`config.mk`:
```
export PLATFORM = sky130hd
export DESIGN_NAME = cordic_element_ds
export DESIGN_NICKNAME = d
export VERILOG_FILES = /design/src/rtl/cordic_element_ds.sv
export SDC_FILE = /design/constraint.sdc
export NUM_CORES = 1
export LEC_CHECK = 0
export BUFFER_PORTS_ARGS = -buffer_cell sky130_fd_sc_hd__buf_2
export CAP_MARGIN = 10
export CORE_UTILIZATION = 50
export CTS_CLUSTER_SIZE = 10
export DETAILED_ROUTE_END_ITERATION = 12
export PLACE_DENSITY = 0.7
export SYNTH_ARGS = -nofsm -noshare
export SYNTH_HDL_FRONTEND = slang
export SYNTH_SLANG_ARGS = --single-unit
```
`constraint.sdc`:
```
create_clock -name clk -period 4.7 [get_ports clk]
set_clock_uncertainty 0.2 [all_clocks]
set_input_delay 0.94 -clock clk [delete_from_list [all_inputs] [get_ports clk]]
set_output_delay 0.94 -clock clk [all_outputs]
set_load 0.01 [all_outputs]
```
`src/rtl/cordic_element_ds.sv`:
```
`timescale 1ns/1ps
`default_nettype none
// ============================================================================
// Module      : cordic_element_ds
// Description : Digit-serial CORDIC micro-rotation stage (rotation/vectoring).
//               Optional half-up rounding of shifted terms: CORDIC_ROUND_EN.
// Revision    : 1.0 - initial release
// ============================================================================
module cordic_element_ds #(
    parameter int DIG_W      = 2,
    parameter int NDIG       = 6,
    parameter int STG        = 1,
    parameter int ATAN       = 301,
    parameter int ONE_OVER_K = 1242
) (
    input  logic             clk,
    input  logic             rst,
    input  logic             Rdy,
    input  logic             Mode,
    input  logic             ISin,
    input  logic [DIG_W-1:0] Xin,
    input  logic [DIG_W-1:0] Yin,
    input  logic [DIG_W-1:0] Ain,
    output logic [DIG_W-1:0] Xout,
    output logic [DIG_W-1:0] Yout,
    output logic [DIG_W-1:0] Aout,
    output logic             ISout,
    output logic             Vld,
    output logic             Err
);

    localparam int c_W  = DIG_W * NDIG;
    localparam int c_CW = (NDIG > 1) ? $clog2(NDIG) : 1;
    localparam logic [c_CW-1:0]       c_LAST = c_CW'(NDIG - 1);
    localparam logic signed [c_W-1:0] c_ATAN = c_W'(ATAN);
    localparam logic signed [c_W-1:0] c_K    = c_W'(ONE_OVER_K);
`ifdef CORDIC_ROUND_EN
    localparam int c_HSH = (STG > 0) ? STG - 1 : 0;
    localparam logic signed [c_W:0] c_HALF = (STG > 0) ? ((c_W+1)'(1) << c_HSH) : '0;
`endif

    // New digits enter at the top so digit 0 ends up in the LSD after NDIG shifts.
    function automatic logic [c_W-1:0] f_shin(input logic [c_W-1:0] cur,
                                              input logic [DIG_W-1:0] dig);
        return {dig, cur[c_W-1:DIG_W]};
    endfunction

    function automatic logic signed [c_W-1:0] f_shr(input logic signed [c_W-1:0] v);
`ifdef CORDIC_ROUND_EN
        logic signed [c_W:0] w_t;
        if (STG == 0) return v;
        w_t = ($signed({v[c_W-1], v}) + c_HALF) >>> STG;
        return w_t[c_W-1:0];
`else
        return v >>> STG;
`endif
    endfunction

    logic [c_W-1:0]  r_xi, r_yi, r_ai;
    logic            r_mode, r_is;
    logic [c_CW-1:0] r_icnt;
    logic            r_ibusy, r_wdone, r_err;

    logic [c_W-1:0]  r_xo, r_yo, r_ao;
    logic [c_CW-1:0] r_ocnt;
    logic            r_obusy, r_vld, r_isout;

    logic signed [c_W-1:0] w_x, w_y, w_a, w_xs, w_ys;
    logic signed [c_W-1:0] w_xn, w_yn, w_an;
    logic                  w_d;

    // Input deserialiser; a Rdy inside an open frame restarts it and flags Err.
    always_ff @(posedge clk) begin
        if (rst) begin
            r_xi    <= '0;
            r_yi    <= '0;
            r_ai    <= '0;
            r_mode  <= 1'b0;
            r_is    <= 1'b0;
            r_icnt  <= '0;
            r_ibusy <= 1'b0;
            r_wdone <= 1'b0;
            r_err   <= 1'b0;
        end else begin
            r_wdone <= 1'b0;
            if (Rdy) begin
                if (r_ibusy) r_err <= 1'b1;
                r_xi    <= f_shin(r_xi, Xin);
                r_yi    <= f_shin(r_yi, Yin);
                r_ai    <= f_shin(r_ai, Ain);
                r_mode  <= Mode;
                r_is    <= ISin;
                r_icnt  <= c_CW'(1);
                r_ibusy <= 1'b1;
            end else if (r_ibusy) begin
                r_xi   <= f_shin(r_xi, Xin);
                r_yi   <= f_shin(r_yi, Yin);
                r_ai   <= f_shin(r_ai, Ain);
                r_icnt <= r_icnt + c_CW'(1);
                if (r_icnt == c_LAST) begin
                    r_ibusy <= 1'b0;
                    r_wdone <= 1'b1;
                end
            end
        end
    end

    assign w_x  = $signed(r_xi);
    assign w_y  = $signed(r_yi);
    assign w_a  = $signed(r_ai);
    assign w_d  = r_mode ? w_y[c_W-1] : ~w_a[c_W-1];
    assign w_xs = f_shr(w_x);
    assign w_ys = f_shr(w_y);

    always_comb begin
        w_xn = w_d ? (w_x - w_ys)   : (w_x + w_ys);
        w_yn = w_d ? (w_y + w_xs)   : (w_y - w_xs);
        w_an = w_d ? (w_a - c_ATAN) : (w_a + c_ATAN);
        // The first rotation stage seeds the gain-compensated unit vector.
        if (STG == 0 && !r_mode) begin
            w_xn = c_K;
            w_yn = w_d ? c_K : -c_K;
        end
    end

    // Result register doubles as the output shifter; a load wins over the
    // final shift so back-to-back frames need no stall.
    always_ff @(posedge clk) begin
        if (rst) begin
            r_xo    <= '0;
            r_yo    <= '0;
            r_ao    <= '0;
            r_ocnt  <= '0;
            r_obusy <= 1'b0;
            r_vld   <= 1'b0;
            r_isout <= 1'b0;
        end else begin
            r_vld <= 1'b0;
            if (r_wdone) begin
                r_xo    <= w_xn;
                r_yo    <= w_yn;
                r_ao    <= w_an;
                r_ocnt  <= '0;
                r_obusy <= 1'b1;
                r_vld   <= 1'b1;
                r_isout <= r_is;
            end else if (r_obusy) begin
                r_xo   <= r_xo >> DIG_W;
                r_yo   <= r_yo >> DIG_W;
                r_ao   <= r_ao >> DIG_W;
                r_ocnt <= r_ocnt + c_CW'(1);
                if (r_ocnt == c_LAST) r_obusy <= 1'b0;
            end
        end
    end

    assign Xout  = r_obusy ? r_xo[DIG_W-1:0] : '0;
    assign Yout  = r_obusy ? r_yo[DIG_W-1:0] : '0;
    assign Aout  = r_obusy ? r_ao[DIG_W-1:0] : '0;
    assign ISout = r_isout;
    assign Vld   = r_vld;
    assign Err   = r_err;

endmodule
`default_nettype wire
```
=== Word-level counts from Yosys, hierarchy flattened ===
Cells that the tools add are included.

* Bits in registers: 86
* Word-level logic and storage cells: 64

* Mux-type cells: 29
* Equal/unequal tests: 2
* Bitwise logic cells: 2
* Reductions and logical operators: 6
* Add/subtract/negate cells: 8

{| class="wikitable"
|+ Operators by type and width
! operator !! number
|-
| $mux 12 || 15
|-
| $add 12x11->12 || 2
|-
| $sub 12x11->12 || 2
|-
| $add 12x10->12 const B || 1
|-
| $sub 12x10->12 const B || 1
|-
| $mux 1 || 11
|-
| $add 3x1->3 const B || 2
|-
| $eq 3x3->1 const B || 2
|-
| $mux 2 || 3
|-
| $reduce_bool 2->1 || 2
|-
| $reduce_or 2->1 || 2
|-
| $reduce_or 3->1 || 1
|-
| $not 1->1 || 2
|-
| $reduce_and 2->1 || 1
|}

=== Longest topological paths before layout ===
Gate-level depths: netlist of the first run.

* Depth in word-level cells: 4
* Mapped depth: 14
* Depth with buffers taken out: 12

=== Least setup slack after synthesis of the first run ===
Ideal clock, no wire load.

* Kind: register -> register
* Start: register r_ai[11]
* End: register r_xo[11]
* Library setup time: 0.120 ns
* Buffers on the path: 1
* Cell stages (with the launch flop): 13
* Setup slack: 1.257 ns
* Data required time: 4.380 ns
* Data arrival time: 3.123 ns
* Period minus slack after synthesis: 3.443 ns
* Cell sequence: dfxtp_1 nor2b_1 or2_2 clkbuf_1 nand2_1 xor2_1 ha_1 a21o_1 a21oi_1 o21ai_0 a311oi_1 mux2_2 a211o_1

* Longest elaborated chain between the ends: 4

{| class="wikitable"
|+ RTL lines
! what !! line !! text
|-
| start: declaration || 59 || <nowiki>logic [c_W-1:0] r_xi, r_yi, r_ai;</nowiki>
|-
| start signal: assignment || 90 || <nowiki>r_ai <= f_shin(r_ai, Ain);</nowiki>
|-
| start signal: assignment || 98 || <nowiki>r_ai <= f_shin(r_ai, Ain);</nowiki>
|-
| $not 1->1 || 111 || <nowiki>assign w_d = r_mode ? w_y[c_W-1] : ~w_a[c_W-1];</nowiki>
|-
| $mux 1 || 111 ||
|-
| $mux 12 || 116 || <nowiki>w_xn = w_d ? (w_x - w_ys) : (w_x + w_ys);</nowiki>
|-
| $mux 12 || 139 || <nowiki>if (r_wdone) begin</nowiki>
|-
| end signal: assignment || 140 || <nowiki>r_xo <= w_xn;</nowiki>
|-
| end signal: assignment || 148 || <nowiki>r_xo <= r_xo >> DIG_W;</nowiki>
|-
| end: declaration || 64 || <nowiki>logic [c_W-1:0] r_xo, r_yo, r_ao;</nowiki>
|}

No other way between the ends.
A chain may end at the register's enable or synchronous reset.

=== Worst setup path in the final report of the first run ===
Same ends and word-level chain as after synthesis.

==> results of run 1 <==
==> synthesized netlist by cell type (all sizes together), types with 6 or more instances <==
cell type and number:
nand2 100, dfxtp 86, a21oi 68, a211oi 53
nor2 48, ha 40, clkbuf 33, nor2b 31
o21ai 25, xnor2 24, xor2 24, inv 21
nor3 15, mux2i 9, and2 6
==> state kept, by name (all words and copies together), names as in the netlist <==
signal,flops
r_ai,12
r_xo,12
r_xi,12
ISout,1
r_ocnt,3
r_icnt,3
r_wdone,1
r_is,1
r_yo,12
r_mode,1
r_ao,12
r_ibusy,1
r_yi,12
Err,1
r_obusy,1
Vld,1
==> per-layer routing <==
| layer | routed length [um] | GRT usage [%] | up-vias |
|---|---|---|---|
| li1 | - | - | 2280 |
| met1 | 6000 | 33.4 | 2104 |
| met2 | 5310 | 34.9 | 112 |
| met3 | 636 | 4.20 | 13 |
| met4 | 157 | 7.45 | 0 |
| met5 | 0 | 0 | - |
==> final timing paths <==
check	start	to	slack, ns	cells after the start
min reg2reg	r_yi[0]	r_yi[0]	0.26	2
max reg2reg	r_ai[11]	r_xo[11]	0.77	12
min	r_yi[0]	r_yi[0]	0.26	2
max	r_ai[11]	r_xo[11]	0.77	12
==> cells by family (layout without fill, tap and decap cells) <==
logic type / Yosys count / in the layout / synth area share (%)
multiplexers: 10 / 10 / 1.93
flip-flops: 86 / 86 / 32.8
buffers and inverters: 59 / 60 / 4.55
adder cells (fa/ha/maj): 43 / 43 / 10.7
AO/OA/AOI/OAI: 183 / 183 / 22.0
AND/OR/NAND/NOR: 227 / 227 / 20.0
XOR/XNOR: 48 / 48 / 8.01
==> worst max-delay path, delay by kind of cell, from the launching register on <==
family	cells	cell delay (ns)
AOI/OAI and AO/OA	5	1.23
buffers and inverters	1	0.33
adders and majority gates	1	0.23
and+or+nand+nor	3	0.92
DFF	1	0.44
xor gates and xnor gates	1	0.08
muxes	1	0.37
==> area by class of cell <==
| type | count | area (um^2) | share of cell area [%] |
|---|---|---|---|
| multi-input cells | 511 | 3290 | 59.1 |
| flip-flops and latches | 86 | 1720 | 30.9 |
| well taps | 136 | 170 | 3.05 |
| clock buffers | 10 | 138 | 2.47 |
| repair buffers | 23 | 125 | 2.25 |
| inverters | 21 | 78.8 | 1.41 |
| clock inverters | 6 | 43.8 | 0.786 |
==> metrics by stage <==
stage / total power, mW / util, % / setup WS (ns) / instance area, um^2
4_1_cts: 1.49 / 54.5 / 0.852 / 5570
2_1_floorplan: 0.944 / - / 1.26 / 5250
3_3_place_gp: 0.994 / 52.7 / 1.05 / 5390
6_report: 1.48 / 54.5 / 0.772 / 5570
5_1_grt: 1.55 / 54.5 / 0.382 / 5570
3_5_place_dp: 0.999 / 52.7 / 0.892 / 5390
==> report_power, final <==
part	switching (mW)	internal, mW	total [mW]	leakage (nW)
registers	0.0185	0.740	0.758	0.697
clock network	0.283	0.210	0.493	0.0935
logic	0.141	0.0877	0.228	1.45
total	0.442	1.04	1.48	2.24
==> metrics, run 1 <==
Hold Violations, Final 0; pwr dens 266 nW/um^2; status completed; Cell Area, Synth 5250 um^2; Skew-Pair Late Insertion Delay approximately 0.37 ns; die height around 100 um; Post-CTS Setup Inserts 0; Placed Cells approximately 780; share of layout cells above drive strength 1 slightly below 8%; kind of critical path flip-flop to flip-flop; I/O pins 20; WL per Instance 15.3 um; Net Count, Synth around 700; H-tree depth 3; GR Overflow Total 0; Worst Hold Slack 0.261 ns; Bufs on Longest Clock Path 2; Post-synth EDFFs 0; post_cts resized 0; crit path DAT about 4 ns; Die ar. 10900 um^2; core area 10200 um^2; FILL cells 958; asr flop ratio synth 0%; GRT Overall Usage between 20% and 30%; Final Cycle Share 83.6%; number of inserted diodes 0; Leak Pwr 2.24 nW; Worst EP required 4.76 ns; DR vias/cell roughly 5.7; synthesized flop and latch total 86; Synth Flop Type dfxtp_1; most frequent cells in the layout nand2_1 (100), dfxtp_1 (84), a21oi_1 (68); largest net degree at the start of global routing 76; crit start category flip-flop; CP Cell Sequence nor2b_1, or2_2, inv_1, nor2_1, xnor2_1, ha_1, a21o_1, a21oi_1, o21ai_0, a311oi_1, mux2_2, a211o_1; post-synth top area cell dfxtp_1; area overhead of the layout relative to synthesis 6.12%; share of the synthesized area in the top cell type 32.8%; Pre-antenna DRT Iters 4; Tightest Pin Transition 0.872 ns; Slew Limit Fails 0; initial antenna violation count 0; fmax 255 MHz; Non-Filler Instances 793; first-pass GRT wire length 20500 um; Mean Syn Cell Area 8.00 um^2; number of global-route vias before repair 4112; row cnt 37; Setup-failing EPs final 0; most common cell after layout, fill and taps aside nand2_1; top area cells in the synthesized netlist dfxtp_1 (33%), ha_1 (9.5%), a211oi_1 (7.6%); Synth Instances 656; HP Class flip-flop to flip-flop; Worst-path clk slew 0.10 ns; RSZ-0062 raised after global routing no; via count 4509; Max Cap Violations 0; Clock Tree Root clkbuf_8; sequential area share after synthesis 32.8%; biggest cell delay along the critical path 0.44 ns; setup TNS 0 ns; CTS Buf Count 9; PortBufs 19; min cycle time layout 3.93 ns; VDD IR max 0.154 mV; Setup crit end kind flip-flop; dpl hpwl approximately 8500 um; crit path max fanout 17; Relative slew margins 41.9%; number of distinct library cells after synthesis 53; die width about 100 um; drt total wl 12100 um; CTS tree built; Worst path slowest cell dfxtp_1; Ys Warns 0; antenna viol nets, final 0; layout net count 706; hold_buf cts 0; Clock Sinks 86; DRT iter0 DRCs 340; routability cong. 0.896; DRC 0; initial core utilization 51.3%
(Power assumes the default switching activity.)
==> run 2, diff against run 1 <==
--- a/config.mk
+++ b/config.mk
@@ -10,7 +10,7 @@
 export CORE_UTILIZATION = 50
 export CTS_CLUSTER_SIZE = 10
 export DETAILED_ROUTE_END_ITERATION = 12
-export PLACE_DENSITY = 0.7
+export PLACE_DENSITY = 0.72
 export SYNTH_ARGS = -nofsm -noshare
 export SYNTH_HDL_FRONTEND = slang
 export SYNTH_SLANG_ARGS = --single-unit
==> constraint.sdc (replaced) <==
create_clock -name clk -period 3.5 [get_ports clk]
set_clock_uncertainty 0.2 [all_clocks]
set_input_delay 0.7 -clock clk [delete_from_list [all_inputs] [get_ports clk]]
set_output_delay 0.7 -clock clk [all_outputs]
set_load 0.01 [all_outputs]
==> run 2 against run 1 <==
  * First-iteration DRC count decreased by 43%
  * Total power up 37%
  * Critical endpoint unchanged
  * Largest cell class unchanged
  * Register-to-register slack lost 0.58 ns
  * Highest routed layer unchanged
==> metrics, run 2 (same netlist as run 1, synthesis figures left out) <==
FILL cells 972; I/O pins 20; first-pass GRT wire length 19900 um; Setup crit end kind flip-flop; Clock power frac 34.0%; post_cts resized 0; crit path to r_xo[11]; die height 104 um; initial antenna violation count 0; CP Depth 11; setup TNS 0 ns; Comb pwr share 15.7%; RSZ-0062 raised after global routing no; routability cong. 0.896; Bufs on Longest Clock Path 2; fmax 302 MHz; WL per Instance 15.0 um; crit path DAT approximately 3.4 ns; Post-CTS Setup Inserts 0; Clock Sinks 86; share of layout cells above drive strength 1 8.89%; reg-to-reg critical path startpoint r_mode; pwr dens 358 nW/um^2; buffer and inverter count on the worst path 1; Tightest Pin Transition 0.756 ns; dpl hpwl roughly 8700 um; drt total wl 12000 um; Setup-failing EPs final 0; status completed; Relative slew margins 49.6%; kind of critical path flip-flop to flip-flop; most common cell after layout, fill and taps aside nand2_1; Worst-path clk slew 0.09 ns; largest net degree at the start of global routing 75; Leak Pwr 2.28 nW; row cnt 37; via count 4453; Reg2Reg Setup Slack 0.19 ns; number of inserted diodes 0; die width approximately 100 um; Max Cap Violations 0; CTS tree built; Switching Power 0.569 mW; R2R Path End r_xo[11]; Final Cycle Share 94.5%; DRT iter0 DRCs 195; CP Cell Sequence nor2b_1, or2_2, buf_4, nand2_1, xor2_1, ha_1, a21oi_1, o22ai_1, a311oi_2, mux2_2, a211o_1; CTS Buf Count 9; area overhead of the layout relative to synthesis 7.48%; Slew Limit Fails 0; Worst path slowest cell dfxtp_1; VDD IR max 0.291 mV; crit path max fanout 10; Skew-Pair Late Insertion Delay ~0.37 ns; hold_buf cts 0; Die ar. 10900 um^2; Worst EP required 3.57 ns; Hold Violations, Final 0; Worst Hold Slack 0.265 ns; antenna viol nets, final 0; DR vias/cell roughly 5.6; core area 10200 um^2; Reg2Reg Depth 11; Setup crit start r_mode; PortBufs 19; layout net count 713; most frequent cells in the layout nand2_1 (100), dfxtp_1 (84), a21oi_1 (68); H-tree depth 3; GR Overflow Total 0; crit start category flip-flop; HP Class flip-flop to flip-flop; Clock Tree Root clkbuf_8; GRT Overall Usage 22.9%; min cycle time layout 3.31 ns; biggest cell delay along the critical path 0.42 ns; DRC 0; Pint 1.45 mW; crit-path leading delay family compound AO/OA/AOI/OAI gates; WHS Path Cells 2; Pre-antenna DRT Iters 5; number of global-route vias before repair around 4100; initial core utilization 51.3%; Flop pwr share 50.3%; Sw Ratio between 20% and 30%
[run 2: worst min path at each step]
stage	startpoint	to	slack (ns)
5_1_grt	r_ao[10]	r_ao[10]	0.29
3_3_place_gp	r_yo[11]	r_yo[11]	0.24
4_1_cts	r_yo[11]	r_yo[11]	0.27
2_1_floorplan	r_ao[11]	r_ao[11]	0.22
3_5_place_dp	r_yo[11]	r_yo[11]	0.25
6_report	r_yo[11]	r_yo[11]	0.26
[run 2: power groups by stage]
stage	Clock (mW)	Combinational, mW	Sequential, mW
floorplan	0	0.238	1.03
global placement	0	0.301	1.04
detailed placement	0	0.309	1.04
CTS	0.712	0.311	1.02
global route	0.754	0.351	1.02
finish	0.687	0.317	1.02
[run 2: worst reg2reg max path, delay by kind of cell (launching register included)]
kind / cells / cell delay (ns)
flip-flops: 1 / 0.42
AND/OR/NAND/NOR: 3 / 0.56
adder cells (fa/ha/maj): 1 / 0.35
buffers and inverters: 1 / 0.22
XOR/XNOR: 1 / 0.14
multiplexers: 1 / 0.37
AO/OA/AOI/OAI: 4 / 0.97
[run 2: layer usage]
layer	vias to the layer above	track usage (%)	wire (um)
met2	80	35.5	5310
met1	2059	31.7	6070
met4	0	7.65	168
met5	-	0	0
met3	10	4.51	426
li1	2304	-	-
[run 2: area by class of cell]
class / count / area (um^2) / area share [%]
flip-flops and latches: 86 / 1720 / 30.6
inverters: 21 / 78.8 / 1.40
multi-input cells: 511 / 3300 / 58.5
clock inverters: 5 / 57.6 / 1.02
repair buffers: 30 / 178 / 3.15
well taps: 136 / 170 / 3.02
clock buffers: 11 / 131 / 2.33
[run 2: stage by stage]
step                      worst slack [ns]  power, mW  instance area (um^2)  cells  utilization [%]
after floorplan                     0.0568       1.27                  5250    656                -
after global placement               0.285       1.34                  5440    784             53.2
after detailed placement             0.119       1.35                  5440    784             53.2
after CTS                            0.134       2.04                  5630    800             55.0
after global routing                0.0365       2.12                  5640    800             55.2
final                                0.194       2.02                  5640    800             55.2
